$ cat config.mk
export PLATFORM = sky130hd
export DESIGN_NAME = mem_access_ctrl
export DESIGN_NICKNAME = d
export VERILOG_FILES = /design/src/rtl/mem_ctrl_pkg.sv /design/src/rtl/mem_arb_pick.sv /design/src/rtl/mem_access_ctrl.sv
export SDC_FILE = /design/constraint.sdc
export NUM_CORES = 1
export LEC_CHECK = 0
export CAP_MARGIN = 20
export CORE_MARGIN = 5
export CORE_UTILIZATION = 35
export DETAILED_ROUTE_END_ITERATION = 12
export SLEW_MARGIN = 30
export SYNTH_ARGS = -nofsm -noshare
export SYNTH_HDL_FRONTEND = slang
export SYNTH_HIERARCHICAL = 1
export SYNTH_SLANG_ARGS = --single-unit
export TNS_END_PERCENT = 100
$ cat constraint.sdc
create_clock -name clk -period 4.1 [get_ports clk]
set_clock_uncertainty 0.05 [all_clocks]
set_input_delay 0.82 -clock clk [delete_from_list [all_inputs] [get_ports clk]]
set_output_delay 0.82 -clock clk [all_outputs]
set_load 0.05 [all_outputs]
$ cat src/rtl/mem_ctrl_pkg.sv
// rtl/mem_ctrl_pkg.sv - select codes, cause codes, state and requester encodings
package mem_ctrl_pkg;

  localparam logic [2:0] SEL_PC      = 3'd0;
  localparam logic [2:0] SEL_ALU     = 3'd1;
  localparam logic [2:0] SEL_EXC_OPC = 3'd2;
  localparam logic [2:0] SEL_EXC_OVF = 3'd3;
  localparam logic [2:0] SEL_EXC_DIV = 3'd4;
  localparam logic [2:0] SEL_AUX5    = 3'd5;
  localparam logic [2:0] SEL_AUX6    = 3'd6;

  localparam logic [1:0] CAUSE_OPC = 2'd0;
  localparam logic [1:0] CAUSE_OVF = 2'd1;
  localparam logic [1:0] CAUSE_DIV = 2'd2;

  typedef enum logic [1:0] {IDLE, ISSUE, WAIT, DONE} state_t;

  typedef enum logic [1:0] {RID_NONE, RID_IF, RID_DM, RID_EXC} rid_t;

  function automatic logic [2:0] dm_sel(input logic [1:0] src);
    case (src)
      2'd1:    dm_sel = SEL_AUX5;
      2'd2:    dm_sel = SEL_AUX6;
      default: dm_sel = SEL_ALU;
    endcase
  endfunction

  // Cause 3 is an alias of div-by-zero.
  function automatic logic [2:0] exc_sel(input logic [1:0] cause);
    case (cause)
      CAUSE_OPC: exc_sel = SEL_EXC_OPC;
      CAUSE_OVF: exc_sel = SEL_EXC_OVF;
      default:   exc_sel = SEL_EXC_DIV;
    endcase
  endfunction

endpackage

$ cat src/rtl/mem_arb_pick.sv
// rtl/mem_arb_pick.sv - priority picker exc > dm > if; fetch-fairness counter under MEM_FAIR_ARB_EN
module mem_arb_pick
  import mem_ctrl_pkg::*;
`ifdef MEM_FAIR_ARB_EN
#(
  parameter int FAIR_LIMIT = 3
)
`endif
(
`ifdef MEM_FAIR_ARB_EN
  input  logic       clk,
  input  logic       reset,
  input  logic       grant_en,
`endif
  input  logic       if_req,
  input  logic       dm_req,
  input  logic       dm_wr,
  input  logic [1:0] dm_src,
  input  logic       exc_req,
  input  logic [1:0] exc_cause,
  output rid_t       gnt_id,
  output logic [2:0] gnt_sel,
  output logic       gnt_wr
);

  logic force_if;

`ifdef MEM_FAIR_ARB_EN
  logic [3:0] fair_cnt;

  assign force_if = if_req && (fair_cnt >= 4'(FAIR_LIMIT));

  // Counts dm grants that overtook a waiting fetch; exc grants leave it alone.
  always_ff @(posedge clk or negedge reset) begin
    if (!reset) begin
      fair_cnt <= 4'd0;
    end else if (grant_en) begin
      if (gnt_id == RID_IF) begin
        fair_cnt <= 4'd0;
      end else if (gnt_id == RID_DM) begin
        fair_cnt <= if_req ? fair_cnt + 4'd1 : 4'd0;
      end
    end
  end
`else
  assign force_if = 1'b0;
`endif

  always_comb begin
    gnt_id  = RID_NONE;
    gnt_sel = SEL_PC;
    gnt_wr  = 1'b0;
    if (exc_req) begin
      gnt_id  = RID_EXC;
      gnt_sel = exc_sel(exc_cause);
    end else if (dm_req && !force_if) begin
      gnt_id  = RID_DM;
      gnt_sel = dm_sel(dm_src);
      gnt_wr  = dm_wr;
    end else if (if_req) begin
      gnt_id  = RID_IF;
    end
  end

endmodule

$ cat src/rtl/mem_access_ctrl.sv
// rtl/mem_access_ctrl.sv - shared memory port sequencer/arbiter; optional fetch fairness via MEM_FAIR_ARB_EN
module mem_access_ctrl
  import mem_ctrl_pkg::*;
#(
  parameter int MEM_LATENCY = 2,
  parameter int FAIR_LIMIT  = 3
)(
  input  logic       clk,
  input  logic       reset,
  input  logic       if_req,
  output logic       if_done,
  input  logic       dm_req,
  input  logic       dm_wr,
  input  logic [1:0] dm_src,
  output logic       dm_done,
  input  logic       exc_req,
  input  logic [1:0] exc_cause,
  output logic       exc_done,
  output logic [2:0] mem_addr_sel,
  output logic       mem_wr,
  output logic       busy
);

  if (MEM_LATENCY < 1 || MEM_LATENCY > 15) begin : g_bad_latency
    $error("MEM_LATENCY must be in 1..15");
  end
  if (FAIR_LIMIT < 1 || FAIR_LIMIT > 15) begin : g_bad_fair
    $error("FAIR_LIMIT must be in 1..15");
  end

  state_t     state;
  rid_t       lat_id;
  logic       lat_wr;
  logic [3:0] wait_cnt;
  rid_t       gnt_id;
  logic [2:0] gnt_sel;
  logic       gnt_wr;

`ifdef MEM_FAIR_ARB_EN
  logic grant_en;
  assign grant_en = (state == IDLE);

  mem_arb_pick #(
    .FAIR_LIMIT (FAIR_LIMIT)
  ) u_pick (
    .clk       (clk),
    .reset     (reset),
    .grant_en  (grant_en),
    .if_req    (if_req),
    .dm_req    (dm_req),
    .dm_wr     (dm_wr),
    .dm_src    (dm_src),
    .exc_req   (exc_req),
    .exc_cause (exc_cause),
    .gnt_id    (gnt_id),
    .gnt_sel   (gnt_sel),
    .gnt_wr    (gnt_wr)
  );
`else
  mem_arb_pick u_pick (
    .if_req    (if_req),
    .dm_req    (dm_req),
    .dm_wr     (dm_wr),
    .dm_src    (dm_src),
    .exc_req   (exc_req),
    .exc_cause (exc_cause),
    .gnt_id    (gnt_id),
    .gnt_sel   (gnt_sel),
    .gnt_wr    (gnt_wr)
  );
`endif

  // Outputs are registered from the transition, so they line up with the state they describe.
  always_ff @(posedge clk or negedge reset) begin
    if (!reset) begin
      state        <= IDLE;
      lat_id       <= RID_NONE;
      lat_wr       <= 1'b0;
      wait_cnt     <= 4'd0;
      mem_addr_sel <= SEL_PC;
      mem_wr       <= 1'b0;
      busy         <= 1'b0;
      if_done      <= 1'b0;
      dm_done      <= 1'b0;
      exc_done     <= 1'b0;
    end else begin
      if_done  <= 1'b0;
      dm_done  <= 1'b0;
      exc_done <= 1'b0;
      mem_wr   <= 1'b0;
      case (state)
        IDLE: begin
          if (gnt_id != RID_NONE) begin
            lat_id       <= gnt_id;
            lat_wr       <= gnt_wr;
            mem_addr_sel <= gnt_sel;
            mem_wr       <= gnt_wr;
            busy         <= 1'b1;
            state        <= ISSUE;
          end
        end
        ISSUE: begin
          if (lat_wr || MEM_LATENCY == 1) begin
            state    <= DONE;
            if_done  <= (lat_id == RID_IF);
            dm_done  <= (lat_id == RID_DM);
            exc_done <= (lat_id == RID_EXC);
          end else begin
            wait_cnt <= 4'(MEM_LATENCY - 2);
            state    <= WAIT;
          end
        end
        WAIT: begin
          if (wait_cnt == 4'd0) begin
            state    <= DONE;
            if_done  <= (lat_id == RID_IF);
            dm_done  <= (lat_id == RID_DM);
            exc_done <= (lat_id == RID_EXC);
          end else begin
            wait_cnt <= wait_cnt - 4'd1;
          end
        end
        DONE: begin
          mem_addr_sel <= SEL_PC;
          busy         <= 1'b0;
          state        <= IDLE;
        end
        default: state <= IDLE;
      endcase
    end
  end

endmodule

==> impl_metrics.csv, run 1 <==
group,metric,value,unit
logic_synthesis,synth_flop_cell,"dfrtp_1",
worst_setup_path,critPathTopFamily,"buffers and inverters",
die,start_util,0.359,
logic_synthesis,syn_area_per_cell,9.83,µm²
global_route,grt_antenna_before_repair,0,
logic_synthesis,synth_area,973,µm²
pwr,clkPwrFrac,0.111,
clock_tree,clock_tree.buffer_depth,2,
status,status,"finished clean",
logic_synthesis,yosysWarnings,6,
worst_setup_path,critPathBufInv,1,
pwr,switching_share,0.444,
timing,min_period_over_period,0.576,
logic_synthesis,synthArstFlopShare,1.00,
place,routabilityCongestion,0.778,
timing,worst_pin_slew,746,ps
clock_tree,cts_tree,"yes",
clock_tree,cts_hold_buffers,0,
die,core_area,2710,µm²
pwr,share_comb_of_total_power,0.549,
timing,hold_violations,0,
pwr,p_per_area,704,nW/µm²
clock_tree,post-cts-setup-buffer-count,0,
pwr,ir_worst_vdd,0.000394,V
pwr,p_sw,0.000376,W
global_route,grt_usage,0.0988,
logic_synthesis,synth_edf_count,0,
die,die_height,62.7,µm
cells_and_area,drive_above_1_share,0.118,
logic_synthesis,synth.ff_latch_count,17,
worst_setup_path,cp_data_required_time,3230,ps
timing,setup_viol,0,
logic_synthesis,synth_cells,99,
clock_tree,cts_sinks,17,
clock_tree,cts_buffers,3,
pwr,finalPower,0.000848,W
place,hpwl,1.43,mm
drt,wl_per_cell,12.2,µm
global_route,grt_max_degree,18,
global_route,grt_pass1_vias,744,
timing,slew_violations,0,
timing,layout_setup_ws,1740,ps
place,post-place-ws,1520,ps
die,pin_count,18,
pwr,p_int,0.000472,W
logic_synthesis,synth_area_leaders,"dfrtp_1 44%, ha_1 9.0%, nand2_1 5.4%",
worst_setup_path,arrival,1490,ps
die,rows,19,
drt,firstDrtPassIters,4,
logic_synthesis,synth_top_cell_by_area,"dfrtp_1",
pwr,pwr-share-seq,0.340,
clock_tree,cts.htree.levels,1,
drt,postRouteAntennaNets,0,
worst_setup_path,path_max_fanout,3,
die,die_w,62.7,µm
worst_setup_path,critPathCaptureType,"output pin",
hold_path,hold_class,"reg -> reg",
drt,drt_iter0_drc,11,
worst_setup_path,path_cells,"clkdlybuf4s50_1",
timing,layout_min_cycle_time,2360,ps
worst_setup_path,critical_path_class,"reg -> out",
cells_and_area,final_cell_area,1200,µm²
clock_tree,cts-resized-gates,0,
logic_synthesis,yosys.area.top_type_share,0.437,
cells_and_area,syn2layout_area_growth,23.6,%
timing,timing.fmax,0.423,GHz
pwr,leakagePower,0.559,nW
place,placed_area,1180,µm²
logic_synthesis,yosysUniqueCellTypes,33,
run,cap_violations,0,
die,dieArea,3940,µm²
global_route,grt_pass1_wl,3.19,mm
logic_synthesis,synth-seq-area-share,0.437,
worst_setup_path,critPathSlowestCell,"clkdlybuf4s50_1",
timing,rsz0062_at_grt,"false",
clock_tree,clk_pin_slew,110,ps
place,port_buffers,17,
cells_and_area,stdcell_count,150,
worst_setup_path,max_stage_delay,810,ps
cells_and_area,antenna_cells,0,
drt,post-route-drc-count,0,
clock_tree,cts_root_buf,"clkbuf_4",
cells_and_area,final_cell_mix,"17 x dfrtp_1, 17 x clkdlybuf4s50_1, 14 x nand2_1",
place,dp.cells,146,
drt,vias_per_cell,5.00,
timing,slew_headroom,0.501,
worst_setup_path,worst_setup_path_start_kind,"flip-flop",
timing,tns,0,ps
global_route,overflow,0,
drt,routed_wl,1.84,mm
cells_and_area,final_nets,137,
clock_tree,worstSkewPairLatency,290,ps
drt,num_vias,750,
logic_synthesis,syn_nets,116,
==> registers in the layout, summed over array words and instances, names as in the netlist <==
| register | count |
|---|---|
| mem_wr | 1 |
| state | 2 |
| busy | 1 |
| if_done | 1 |
| exc_done | 1 |
| lat_id | 2 |
| dm_done | 1 |
| lat_wr | 1 |
| mem_addr_sel | 3 |
| wait_cnt | 4 |
==> kinds of logic (layout without fill, tap and decap cells) <==
group | after synthesis | after routing | synth area share
compound gates | 22 | 22 | 0.148
mux | 4 | 4 | 0.0437
simple gates | 40 | 40 | 0.246
buf+inv | 9 | 29 | 0.0360
flops | 17 | 17 | 0.437
fa+ha+maj | 7 | 7 | 0.0900
==> synthesized netlist by cell type (2+ instances only) <==
master and n:
o21ai_0 9, mux2_2 2, nor2b_1 3, nor3b_1 2, nand2_1 14, dfrtp_1 17
nor3_1 2, mux2i_1 2, and2b_2 2, o21a_1 3, o21ai_2 2, and2_1 2
ha_1 7, nor2_1 4, a21oi_1 3, inv_1 8
==> through the flow <==
| stage | hold slack [ps] | utilization |
|---|---|---|
| final | 438 | 0.444 |
| after global routing | 457 | 0.444 |
| after CTS | 439 | 0.444 |
| after detailed placement | 423 | 0.434 |
| after global placement | 420 | 0.434 |
| after floorplan | 393 | - |
==> area by class of cell <==
cell class                      instances  area [µm²]
Clock buffer                            4        26.3
Sequential cell                        17         425
Fill cell                             283        1510
Tap cell                               31        38.8
Inverter                                8        30.0
Timing Repair Buffer                   17         170
Multi-Input combinational cell         73         513
==> power by group through the flow <==
stage,sequential (W),combinational [W],clock [W]
after floorplan,0.000374,0.000253,0
after global placement,0.000291,0.000463,0
after detailed placement,0.000293,0.000466,0
after CTS,0.000289,0.000470,0.0000962
after global routing,0.000300,0.000512,0.000103
final,0.000288,0.000466,0.0000940
==> per-layer routing <==
layer,up-vias,share of wire,global-route usage,wire length (µm)
met5,-,0,0,0
met4,0,0.011,0.0398,21
met3,2,0.037,0.0270,68
met2,11,0.48,0.168,873
met1,355,0.47,0.116,872
li1,382,-,-,-
==> worst paths after layout <==
path                                      start         endpoint  slack [ps]  cells past startpoint
worst min register to register        lat_id[1]          if_done         440                      1
max in group asynchronous                 reset             busy        2620                      1
worst min-delay path                  lat_id[1]          if_done         440                      1
worst max-delay path            mem_addr_sel[1]  mem_addr_sel[1]        1740                      1
worst max register to register         state[0]         state[1]        2250                      5
min in group asynchronous                 reset          if_done         900                      1
Power figures use the tool's default switching activity.
==> run 2, diff against run 1 <==
- clock period: 4.1 -> 2.35 ns (I/O delays scaled with it)
==> run 2 against run 1 <==
Count of clock-buffer cells in the layout is 1 lower. Sequential power increased by 74%. Critical path type unchanged. First-iteration DRC count is 18% lower.
==> impl_metrics.csv, run 2 (synthesis results as in run 1) <==
group,metric,value,unit
status,status,"finished clean",
die,rows,19,
cells_and_area,drive_above_1_share,0.140,
place,hpwl,1.45,mm
clock_tree,cts_hold_buffers,0,
place,routabilityCongestion,0.758,
worst_setup_path,cp_data_required_time,1830,ps
clock_tree,cts-resized-gates,0,
clock_tree,worstSkewPairLatency,280,ps
timing,timing.fmax,0.501,GHz
die,dieArea,3940,µm²
timing,slew_violations,0,
die,pin_count,18,
timing,tns,0,ps
timing,layout_min_cycle_time,2000,ps
cells_and_area,final_nets,139,
worst_setup_path,path_max_fanout,3,
place,post-place-ws,271,ps
place,port_buffers,17,
worst_setup_path,worst_setup_path_start_kind,"flip-flop",
clock_tree,cts_root_buf,"clkbuf_4",
cells_and_area,final_cell_area,1220,µm²
clock_tree,cts.htree.levels,1,
drt,post-route-drc-count,0,
drt,vias_per_cell,4.92,
die,die_w,62.7,µm
pwr,ir_worst_vdd,0.000757,V
timing,setup_viol,0,
cells_and_area,largest-register,"wait_cnt",
die,core_area,2710,µm²
timing,hold_violations,0,
worst_setup_path,path_cells,"clkdlybuf4s50_1",
timing,min_period_over_period,0.849,
worst_setup_path,critPathBufInv,1,
clock_tree,cts_tree,"yes",
worst_setup_path,critPathTopFamily,"buffers and inverters",
cells_and_area,syn2layout_area_growth,25.3,%
global_route,grt_usage,0.0994,
clock_tree,post-cts-setup-buffer-count,0,
drt,wl_per_cell,11.9,µm
place,dp.cells,148,
cells_and_area,largest_register_ff_count,4,
clock_tree,clock_tree.buffer_depth,2,
timing,rsz0062_at_grt,"false",
drt,num_vias,748,
cells_and_area,stdcell_count,152,
drt,drt_iter0_drc,9,
worst_setup_path,max_stage_delay,810,ps
die,die_height,62.7,µm
worst_setup_path,critPathSlowestCell,"clkdlybuf4s50_1",
worst_setup_path,arrival,1480,ps
worst_setup_path,critical_path_class,"reg -> out",
global_route,overflow,0,
timing,layout_setup_ws,354,ps
worst_setup_path,crit_start,"busy",
die,start_util,0.359,
drt,firstDrtPassIters,4,
hold_path,hold_class,"in -> async",
clock_tree,cts_sinks,17,
pwr,p_per_area,1200,nW/µm²
timing,holdWs,435,ps
timing,slew_headroom,0.661,
worst_setup_path,regToRegStartpoint,"wait_cnt[0]",
worst_setup_path,critPathCaptureType,"output pin",
run,cap_violations,0,
cells_and_area,antenna_cells,0,
drt,postRouteAntennaNets,0,
global_route,grt_pass1_vias,773,
cells_and_area,largest_registers,"wait_cnt (4), mem_addr_sel (3)",
clock_tree,clk_pin_slew,100,ps
timing,worst_pin_slew,506,ps
global_route,grt_antenna_before_repair,0,
place,placed_area,1190,µm²
cells_and_area,final_cell_mix,"17 x dfrtp_1, 17 x clkdlybuf4s50_1, 14 x nand2_1",
drt,routed_wl,1.81,mm
global_route,grt_max_degree,18,
global_route,grt_pass1_wl,3.26,mm
pwr,leakagePower,0.572,nW
clock_tree,cts_buffers,3,
==> run 2: where the power goes <==
part | internal [W] | switching, W | total (W)
logic | 0.000350 | 0.000462 | 0.000812
clock network | 0.0000631 | 0.0000928 | 0.000156
registers | 0.000410 | 0.0000913 | 0.000502
==> run 2: routing by layer <==
| metal | track usage | part of all wire | wire [µm] | up-vias |
|---|---|---|---|---|
| li1 | - | - | - | 386 |
| met1 | 0.127 | 0.48 | 862 | 349 |
| met2 | 0.166 | 0.48 | 863 | 11 |
| met3 | 0.0216 | 0.039 | 71 | 2 |
| met4 | 0.0318 | 0.0055 | 10 | 0 |
| met5 | 0 | 0 | 0 | - |
==> run 2: area by class of cell <==
type / instances / area, µm²
fill: 276 / 1490
inverter: 8 / 30.0
clock inverter: 1 / 5.00
timing repair buffer: 19 / 185
tap: 31 / 38.8
clock buffer: 3 / 22.5
multi-input combinational: 73 / 513
sequential: 17 / 425
==> run 2: per-stage QoR <==
step / power (W) / utilization
2_1_floorplan: 0.00109 / -
3_3_place_gp: 0.00131 / 0.440
3_5_place_dp: 0.00133 / 0.440
4_1_cts: 0.00149 / 0.450
5_1_grt: 0.00160 / 0.450
6_report: 0.00147 / 0.450
==> run 2: final timing paths <==
| path | endpoint | depth (start not counted) | slack, ps |
|---|---|---|---|
| min | dm_done | 2 | 440 |
| max | busy | 1 | 350 |
| max in group asynchronous | mem_addr_sel[2] | 2 | 1620 |
| min in group clk | if_done | 1 | 440 |
| min reg2reg | if_done | 1 | 440 |
| max reg2reg | state[1] | 5 | 540 |
